`src/rtl/de_hazard_sequencer.sv`:
```
// Decode->execute hazard and CALL/RET sequencing controller for the D/E pipeline register.
// Optional build macro FORWARD_EN: E/M forwarding present, so only load-use hazards stall.
module de_hazard_sequencer #(
  parameter int unsigned RA_W    = 3,
  parameter int unsigned RET_TMO = 8
) (
  input  logic            clk,
  input  logic            rst_n,
  input  logic [RA_W-1:0] dec_src1,
  input  logic [RA_W-1:0] dec_src2,
  input  logic            dec_use1,
  input  logic            dec_use2,
  input  logic            dec_call,
  input  logic            dec_ret,
  input  logic [RA_W-1:0] ex_rd,
  input  logic            ex_rw,
  input  logic            ex_mr,
  input  logic [RA_W-1:0] mem_rd,
  input  logic            mem_rw,
  input  logic            ex_br_taken,
  input  logic            ret_pc_load,
  output logic            pc_hold,
  output logic            fd_hold,
  output logic            fd_flush,
  output logic            de_bubble,
  output logic [1:0]      call_phase,
  output logic [1:0]      ret_phase,
  output logic            busy,
  output logic            ret_tmo_err
);

  localparam int unsigned CNT_W = (RET_TMO > 2) ? $clog2(RET_TMO) : 1;

`ifdef FORWARD_EN
  localparam bit FWD = 1'b1;
`else
  localparam bit FWD = 1'b0;
`endif

  typedef enum logic [2:0] {
    S_RUN, S_CALL1, S_CALL2, S_RET1, S_RET2, S_RET_WAIT
  } state_t;

  state_t           state, state_nxt;
  logic [CNT_W-1:0] cnt, cnt_nxt;
  logic             tmo_nxt;
  logic             match_ex, match_mem, hz;

  // With forwarding, only a load in E can still be a hazard and M never is.
  assign match_ex  = ex_rw & (ex_mr | !FWD) &
                     ((dec_use1 & (dec_src1 == ex_rd)) | (dec_use2 & (dec_src2 == ex_rd)));
  assign match_mem = mem_rw & !FWD &
                     ((dec_use1 & (dec_src1 == mem_rd)) | (dec_use2 & (dec_src2 == mem_rd)));
  assign hz        = match_ex | match_mem;

  assign busy = rst_n & (state != S_RUN);

  always_ff @(posedge clk or negedge rst_n) begin
    if (!rst_n) begin
      state       <= S_RUN;
      cnt         <= '0;
      ret_tmo_err <= 1'b0;
    end else begin
      state       <= state_nxt;
      cnt         <= cnt_nxt;
      ret_tmo_err <= tmo_nxt;
    end
  end

  // Next state and combinational controls; everything forced low while reset is asserted.
  always_comb begin
    state_nxt  = state;
    cnt_nxt    = '0;
    tmo_nxt    = ret_tmo_err;
    pc_hold    = 1'b0;
    fd_hold    = 1'b0;
    fd_flush   = 1'b0;
    de_bubble  = 1'b0;
    call_phase = 2'd0;
    ret_phase  = 2'd0;
    if (rst_n) begin
      case (state)
        S_CALL1:  call_phase = 2'd1;
        S_CALL2:  call_phase = 2'd2;
        S_RET1:   ret_phase  = 2'd1;
        S_RET2:   ret_phase  = 2'd2;
        default:  ;
      endcase
      if (ex_br_taken) begin
        fd_flush  = 1'b1;
        de_bubble = 1'b1;
        state_nxt = S_RUN;
      end else begin
        case (state)
          S_RUN: begin
            if (hz) begin
              pc_hold   = 1'b1;
              fd_hold   = 1'b1;
              de_bubble = 1'b1;
            end else if (dec_call) begin
              state_nxt = S_CALL1;
            end else if (dec_ret) begin
              state_nxt = S_RET1;
            end
          end
          S_CALL1: begin
            pc_hold   = 1'b1;
            fd_hold   = 1'b1;
            state_nxt = S_CALL2;
          end
          S_CALL2: begin
            pc_hold   = 1'b1;
            fd_hold   = 1'b1;
            state_nxt = S_RUN;
          end
          S_RET1: begin
            pc_hold   = 1'b1;
            fd_hold   = 1'b1;
            state_nxt = S_RET2;
          end
          S_RET2: begin
            pc_hold   = 1'b1;
            fd_hold   = 1'b1;
            state_nxt = S_RET_WAIT;
          end
          S_RET_WAIT: begin
            pc_hold   = 1'b1;
            fd_hold   = 1'b1;
            de_bubble = 1'b1;
            if (ret_pc_load) begin
              fd_flush  = 1'b1;
              state_nxt = S_RUN;
            end else if (cnt == CNT_W'(RET_TMO - 1)) begin
              tmo_nxt   = 1'b1;
              state_nxt = S_RUN;
            end else begin
              cnt_nxt = CNT_W'(cnt + 1'b1);
            end
          end
          default: state_nxt = S_RUN;
        endcase
      end
    end
  end

endmodule
```
`config.mk`:
```
export PLATFORM = sky130hd
export DESIGN_NAME = de_hazard_sequencer
export DESIGN_NICKNAME = d
export VERILOG_FILES = /design/src/rtl/de_hazard_sequencer.sv
export SDC_FILE = /design/constraint.sdc
export NUM_CORES = 1
export LEC_CHECK = 0
export ABC_AREA = 1
export CORE_MARGIN = 2
export CORE_UTILIZATION = 26
export CTS_CLUSTER_SIZE = 25
export DETAILED_ROUTE_END_ITERATION = 12
export PLACE_DENSITY = 0.61
export SETUP_SLACK_MARGIN = 0.1
export SLEW_MARGIN = 30
export SYNTH_ARGS = -nofsm -noshare
export SYNTH_HDL_FRONTEND = slang
export SYNTH_SLANG_ARGS = --single-unit
```
`constraint.sdc`:
```
create_clock -name clk -period 1.4 [get_ports clk]
set_input_delay 0.21 -clock clk [delete_from_list [all_inputs] [get_ports clk]]
set_output_delay 0.21 -clock clk [all_outputs]
set_load 0.01 [all_outputs]
```
==> impl.org, run 1 <==
** CTS
- TritonCTS clock tree :: built
- Clock buffers created by TritonCTS :: 3
- CTS Buffer Depth :: 2
- Clock-pin slew was measured on the worst setup and hold paths at 0.05 ns.
- Max H-tree Level :: 1
- Sinks on the clock net :: 7
- Clock root cell :: clkbuf_4
- For the worst-skew pair, the clock arrives at the later sink with an insertion delay of 0.25 ns.

** Finish
- The library cell used most frequently in the layout, excluding fill and tap cells, is nand2_1.
- Area growth syn-to-layout :: 80.8%
- Counting the fill cells in the layout gives 281.
- 0 antenna diodes ended up in the layout.
- Fraction of final layout cells sized beyond drive strength 1 :: 41.8%
- Final nets :: 210
- In the layout the commonest cells are nand2_1, buf_4, inv_1.

** GRT
- For this run, the total global-route usage over all layers was measured as 13.6%.
- Entering global routing, the biggest net connects 9 pins.
- The number of antenna violations at the first check in global routing came to 0.
- Vias in the first global route :: 839
- Wire length of the first global-routing pass :: 3.57 mm
- Overflow left after global routing :: 0

** Route
- Via count normalized by instance count :: 4.47
- After detailed routing, the average wire length per cell comes to 10.6 um.
- Detailed-routing iteration count for the pre-antenna-repair pass :: 4
- Count of vias placed by the detailed router :: 962
- Drt total wl :: 2.28 mm
- The count of nets left with antenna violations once routing finished came out at 0.
- DRC errors left :: 0
- In this run, the number of DRC markers left after iteration 0 of detailed routing was 14.

** STA
- Final worst-path cycle share :: 109%
- Final min period :: 1.53 ns
- Clock skew on the completed layout was measured at 0.000416 ns.
- Setup WS post-layout :: -0.132 ns
- The number of pins exceeding their max-slew limit in the final report was 0.
- Headroom to the max-slew limit came out at 76.3%.
- Static timing analysis puts the maximum clock frequency at 653 MHz.
- Setup violations remaining at the end of the flow were counted as 12.
- Unrepaired setup endpoints after global routing :: yes
- The final hold violation count came to 0.
- Slew at the pin with the worst max-slew slack :: 0.347 ns

** Yosys
- Total standard cell area after synthesis :: 754 sq um
- The number of different library cells used by synthesis comes to 24.
- Total of warnings raised by yosys :: 0
- Synthesis inferred 7 register bits.
- Sequential fraction of the synthesis area :: 23.2%
- Syn_nets :: 151
- In the synthesized netlist, the number of instances is 126.
- A synthesized cell averages 5.99 sq um.

** Die
- In this run the horizontal extent of the chip is 57.9 um.
- The region available for standard cell placement spans 2760 sq um.
- Die H :: 57.9 um
- For this design the top-level I/O count stands at 33.
- Starting density of the core :: 27.4%
- After floorplanning, the core was divided into 19 placement rows.
- Die area :: 3350 sq um

** Pwr
- Power density of the placed cells :: 819 nW/um^2
- Highest ir drop seen on vdd :: 0.707 mV
- For this design the static power due to leakage is 0.761 nW.
- Total power :: 1.12 mW

** Setup path
- The most critical setup path has its startpoint at state[1].
- The startpoint identified for the worst register-to-register timing path is state[0].
- Worst setup EP type :: primary output
- Setup slack of the most critical reg-to-reg path :: -0.03 ns
- Biggest fanout along the worst timing path :: 4
- Worst setup path endpoint :: busy
- CP Data Arrival Time :: 1.32 ns
- STA puts the critical path data required time at 1.19 ns.
- Cells on worst reg2reg path :: 8
- Crit path kind :: register to primary output
- The worst setup path is launched from a register.
- FF-to-FF End :: state[0]

** Placed design
- Global placement routability congestion :: 0.795
- HPWL reported at the end of detailed placement :: 1.75 mm
- Post-placement setup slack :: -0.800 ns
- Buffers placed on the I/O ports in this run total 31.

** Outcome
- Status :: complete, but fails checks
- Failing checks :: negative setup slack

** Min path
- Class of the tightest hold or removal check :: input pin to async pin

** Flow run
- Number of max-cap violations :: 0
==> kinds of logic after synthesis <==
logic type / after synthesis / share of synthesized area [%]
AOI/OAI and AO/OA: 5 / 4.48
DFF: 7 / 23.2
adders and majority gates: 2 / 3.32
buffers and inverters: 23 / 12.1
and+or+nand+nor: 89 / 56.9
==> sequential cells by signal, indices dropped and copies added, names as in the netlist <==
register,count
ret_tmo_err,1
cnt,3
state,3
==> cells in the mapped netlist <==
| library cell | number | area share [%] |
|---|---|---|
| a211oi_1 | 1 | 1.0 |
| nor3b_1 | 1 | 1.0 |
| a2111oi_0 | 1 | 1.2 |
| nor2_1 | 16 | 8.0 |
| nand2_2 | 1 | 0.83 |
| clkinv_1 | 1 | 0.50 |
| nand2_1 | 52 | 26 |
| buf_4 | 1 | 1.0 |
| nor4_1 | 4 | 3.3 |
| nor2_4 | 1 | 1.5 |
| nor3_4 | 3 | 6.5 |
| ha_1 | 2 | 3.3 |
| buf_2 | 1 | 0.66 |
| nand3_1 | 5 | 3.3 |
| nand3_2 | 1 | 1.3 |
| nor3_1 | 1 | 0.66 |
| dfrtp_1 | 7 | 23 |
| nand4_1 | 1 | 0.83 |
| or2_2 | 1 | 0.83 |
| inv_1 | 14 | 7.0 |
| a21oi_1 | 2 | 1.3 |
| o21bai_1 | 1 | 1.0 |
| nand2_4 | 2 | 3.0 |
| inv_2 | 6 | 3.0 |
==> metal layers <==
metal / up-vias / wire (um) / global-route usage [%]
li1: 504 / - / -
met4: 0 / 15 / 2.99
met2: 28 / 1200 / 23.5
met1: 428 / 974 / 17.5
met5: - / 0 / 0
met3: 2 / 94 / 2.68
==> stage by stage <==
step                      hold slack [ns]  setup TNS (ns)  instance area, sq um  instances  util (%)
final                              0.0873          -0.949                  1360        215      49.5
after global routing               0.0790           -1.89                  1360        215      49.5
after CTS                          0.0816          -0.726                  1270        212      46.1
after global placement              0.422           -6.05                  1200        200      43.4
after detailed placement            0.436           -6.18                  1200        200      43.4
after floorplan                   -0.0856               0                   754        126         -
==> how the worst min path moves through the flow <==
stage                              to  slack (ns)  cells past startpoint  startpoint
after floorplan                cnt[0]       -0.09                      0       rst_n
after global placement         cnt[0]        0.42                      1      cnt[0]
after detailed placement       cnt[0]        0.44                      1      cnt[0]
after CTS                 ret_tmo_err        0.08                      2       rst_n
after global routing      ret_tmo_err        0.08                      2       rst_n
final                          cnt[2]        0.09                      2       rst_n
==> timing repair <==
item	CTS	global route
hold endpoints to repair	0	0
hold buffers	0	0
gates resized for setup	73	28
buffers inserted	8	3
endpoints found under the setup margin	15	14
pin swaps	10	7
gates cloned	0	0
==> power by group <==
| part | total (mW) | internal, mW | switching [mW] |
|---|---|---|---|
| sequential | 0.252 | 0.223 | 0.0292 |
| combinational | 0.682 | 0.347 | 0.335 |
| clock | 0.183 | 0.104 | 0.0789 |
==> worst max-delay path, stage by stage, from the launching register on <==
cell,delay [ns]
dfrtp_1,0.40
inv_2,0.12
nand2_4,0.08
nor2_4,0.14
buf_4,0.14
nor2_1,0.04
buf_2,0.14
==> final cells by class <==
class,count,area (sq um),area share [%]
Sequential cell,7,176,12.9
Inverter,21,83.8,6.15
Tap cell,31,38.8,2.84
Clock buffer,3,22.5,1.65
Multi-Input combinational cell,96,584,42.8
Timing Repair Buffer,56,453,33.2
Clock inverter,1,5.00,0.367
(Power assumes the default switching activity.)
==> inputs of run 2 (changes only) <==
--- a/config.mk
+++ b/config.mk
@@ -11,4 +11,5 @@
 export CTS_CLUSTER_SIZE = 25
 export DETAILED_ROUTE_END_ITERATION = 12
+export HOLD_SLACK_MARGIN = 0.1
 export PLACE_DENSITY = 0.61
 export SETUP_SLACK_MARGIN = 0.1
==> constraint.sdc (replaced) <==
create_clock -name clk -period 1.4 [get_ports clk]
set_input_delay 0.28 -clock clk [delete_from_list [all_inputs] [get_ports clk]]
set_output_delay 0.28 -clock clk [all_outputs]
set_load 0.01 [all_outputs]
==> run 2 against run 1 <==
Effect of this change: the flow still finishes with violations (negative setup slack); sequential share of layout area is 0.16 points higher; maximum frequency is 5.1% lower; highest routed layer unchanged; critical endpoint is now de_bubble; clock power is 3% higher; register-to-register slack hardly changed.
==> impl.org, run 2 (synthesis gave the netlist of run 1 again) <==
** Outcome
- Status :: complete, but fails checks
- Failing checks :: negative setup slack

** Setup path
- CP Data Arrival Time :: 1.33 ns (about the same)
- The cell count of the worst reg-to-reg path is 10 (+2).
- The endpoint identified for the worst register-to-register timing path is state[2].
- Broken down by cell family, the worst path's largest delay share belongs to flip-flops.
- STA classifies the critical path startpoint as a register.
- The highest cell delay on the worst timing path was 0.43 ns (+0.03 ns).
- The reg2reg setup slack is -0.02 ns (about the same).
- Worst setup EP type :: primary output
- Data required, critical path :: 1.12 ns (-0.07 ns)
- The critical path is of the register to primary output type.
- The worst path buffer plus inverter count came to 2 (-1).
- Biggest fanout along the worst timing path :: 4 (unchanged)
- The slowest stage of the critical path is the dfrtp_2 cell.
- The startpoint identified for the worst register-to-register timing path is state[0].
- The signal on the critical path passes through inv_4 -> nand2_4 -> nor2_4 -> nand2_1 -> a21oi_2 -> buf_2.

** Route
- The post-route antenna net violation count was 0 (unchanged).
- The wire length per cell was 10.1 um (-5.3%).
- DRC errors left :: 0 (unchanged)
- Drt total wl :: 2.16 mm (-5.3%)
- Count of vias placed by the detailed router :: 930 (-3.3%)
- Via count normalized by instance count :: 4.33 (-3.3%)
- Number of violations reported at the end of detailed-routing iteration 0 :: 11 (-3)
- Detailed-routing iteration count for the pre-antenna-repair pass :: 4 (unchanged)

** Die
- Count of standard-cell rows :: 19 (unchanged)
- Horizontal die dimension :: 57.9 um (unchanged)
- The initial cell density of the core is 27.4% (unchanged).
- The y dimension of the die is 57.9 um (unchanged).
- IO Count :: 33 (unchanged)
- Area inside the core boundary :: 2760 sq um (unchanged)
- The floorplan die area was 3350 sq um (unchanged).

** Finish
- Fraction of final layout cells sized beyond drive strength 1 :: 45.1% (+3.3 points)
- Area growth syn-to-layout :: 79.8%
- Non-filler cells in the finished layout :: 215 (unchanged)
- Final nets :: 210 (unchanged)
- Antenna diodes :: 0 (unchanged)
- Final core occ :: 49.2% (-0.27 points)
- The area of all placed cells without fillers came to 1360 sq um (-0.55%).
- Most frequent standard cell in the layout excluding fill and tap cells :: nand2_1
- Largest registers :: cnt x3, state x3, ret_tmo_err x1
- In the layout the commonest cells are nand2_1, buf_4, buf_2.

** Placed design
- Placed Cells :: 202 (+1.0%)
- The cell area after placement came to 1210 sq um (+1.3%).
- The HPWL after detailed placement is 1.75 mm (about the same).
- The number of buffers added on ports was 31 (unchanged).
- Global placement routability congestion :: 0.849 (+6.8%)
- The worst slack after detailed placement is -0.935 ns (-0.135 ns).

** Min path
- The worst hold path belongs to the class input pin to async pin.

** CTS
- CTS Buffer Depth :: 2 (unchanged)
- Clock buffers created by TritonCTS :: 3 (unchanged)
- TritonCTS built the clock tree.
- Clock-pin slew reported for the worst setup and hold paths after clock tree synthesis :: 0.06 ns (about the same)
- Worst-skew pair later-pin latency :: 0.26 ns (about the same)
- Max H-tree Level :: 1 (unchanged)
- Clock root cell :: clkbuf_4
- Sinks on the clock net :: 7 (unchanged)

** Pwr
- Lkg Pwr :: 0.745 nW (-2.1%)
- The final total power is 1.15 mW (+3.3%).
- Power density of the placed cells :: 851 nW/um^2 (+3.8%)
- The maximum vdd drop was 0.581 mV (-18%).

** STA
- The headroom to the max-slew limit came to 80.3% (+4.0 points).
- The actual transition at the worst max-transition pin is 0.296 ns (-0.0512 ns).
- The smallest setup slack after layout came to -0.214 ns (-0.0823 ns).
- The tightest hold margin came to 0.146 ns (+0.0586 ns).
- The number of pins exceeding their max-slew limit in the final report is 0 (unchanged).
- The number of setup violations in the final report came to 12 (unchanged).
- The share of the clock period used by the worst path is 115% (+5.9 points).
- Unrepaired setup endpoints after global routing :: yes
- Final min period :: 1.61 ns (+0.0823 ns)
- Total count of hold-check failures in the final report :: 0 (unchanged)
- The aggregate negative setup slack was -1.50 ns (-0.553 ns).
- Final setup skew :: 0.00458 ns (+0.00417 ns)
- Highest Clock Rate :: 619 MHz (-5.1%)

** GRT
- Wire length of the first global-routing pass :: 3.71 mm (+3.9%)
- The pin count of the biggest net entering global routing came to 9 (unchanged).
- The leftover overflow at the end of global routing came to 0 (unchanged).
- The overall global routing resource usage is 14.1% (+0.44 points).
- Initial antenna violation count :: 0 (unchanged)
- The number of global-route vias before repair was 873 (+4.1%).

** Flow run
- The number of violations of the max-capacitance limit was 0 (unchanged).
==> run 2: cell count changes in the layout (fill, tap and decap cells not counted), sizes merged <==
cell / delta
buf: +9
clkbuf: -2
clkdlybuf4s15: -2
clkdlybuf4s50: -1
clkinv: -1
dlygate4sd2: -3
==> run 2: worst reg2reg max path: cells and delay by family, from the launching register on <==
kind                   cells  cell delay [ns]
AND/OR/NAND/NOR            8             0.69
buffers and inverters      2             0.23
flip-flops                 1             0.43
==> run 2: how the worst max path moves through the flow <==
| stage | slack, ns | cells past startpoint | startpoint | to |
|---|---|---|---|---|
| 5_1_grt | -0.30 | 6 | state[0] | de_bubble |
| 6_report | -0.21 | 6 | state[0] | de_bubble |
| 3_3_place_gp | -0.93 | 12 | ex_rd[0] | de_bubble |
| 2_1_floorplan | 0.06 | 7 | state[1] | pc_hold |
| 3_5_place_dp | -0.94 | 12 | ex_rd[0] | de_bubble |
| 4_1_cts | -0.20 | 5 | state[2] | de_bubble |
==> run 2: timing repair <==
item | 4_1_cts | 5_1_grt
hold buffers | 0 | 0
gates resized for setup | 100 | 26
hold endpoints to repair | 0 | 0
setup buffers | 4 | 7
endpoints found under the setup margin | 15 | 14
pin swaps | 24 | 22
==> run 2: report_power, final <==
part | switching, mW | internal [mW]
sequential | 0.0239 | 0.224
clock | 0.0803 | 0.109
combinational | 0.347 | 0.369
==> run 2: area by class of cell <==
cell class / count / area, sq um
clock buffers: 4 / 26.3
fillers: 275 / 1400
inverters: 21 / 88.8
multi-input cells: 96 / 589
flip-flops and latches: 7 / 178
well taps: 31 / 38.8
repair buffers: 56 / 435
==> run 2: routing by layer <==
layer / wire length [um] / vias to the layer above / GRT usage [%]
met2: 1130 / 20 / 22.9
met3: 98 / 2 / 3.13
met1: 925 / 403 / 18.5
li1: - / 505 / -
met4: 7 / 0 / 4.32
met5: 0 / - / 0
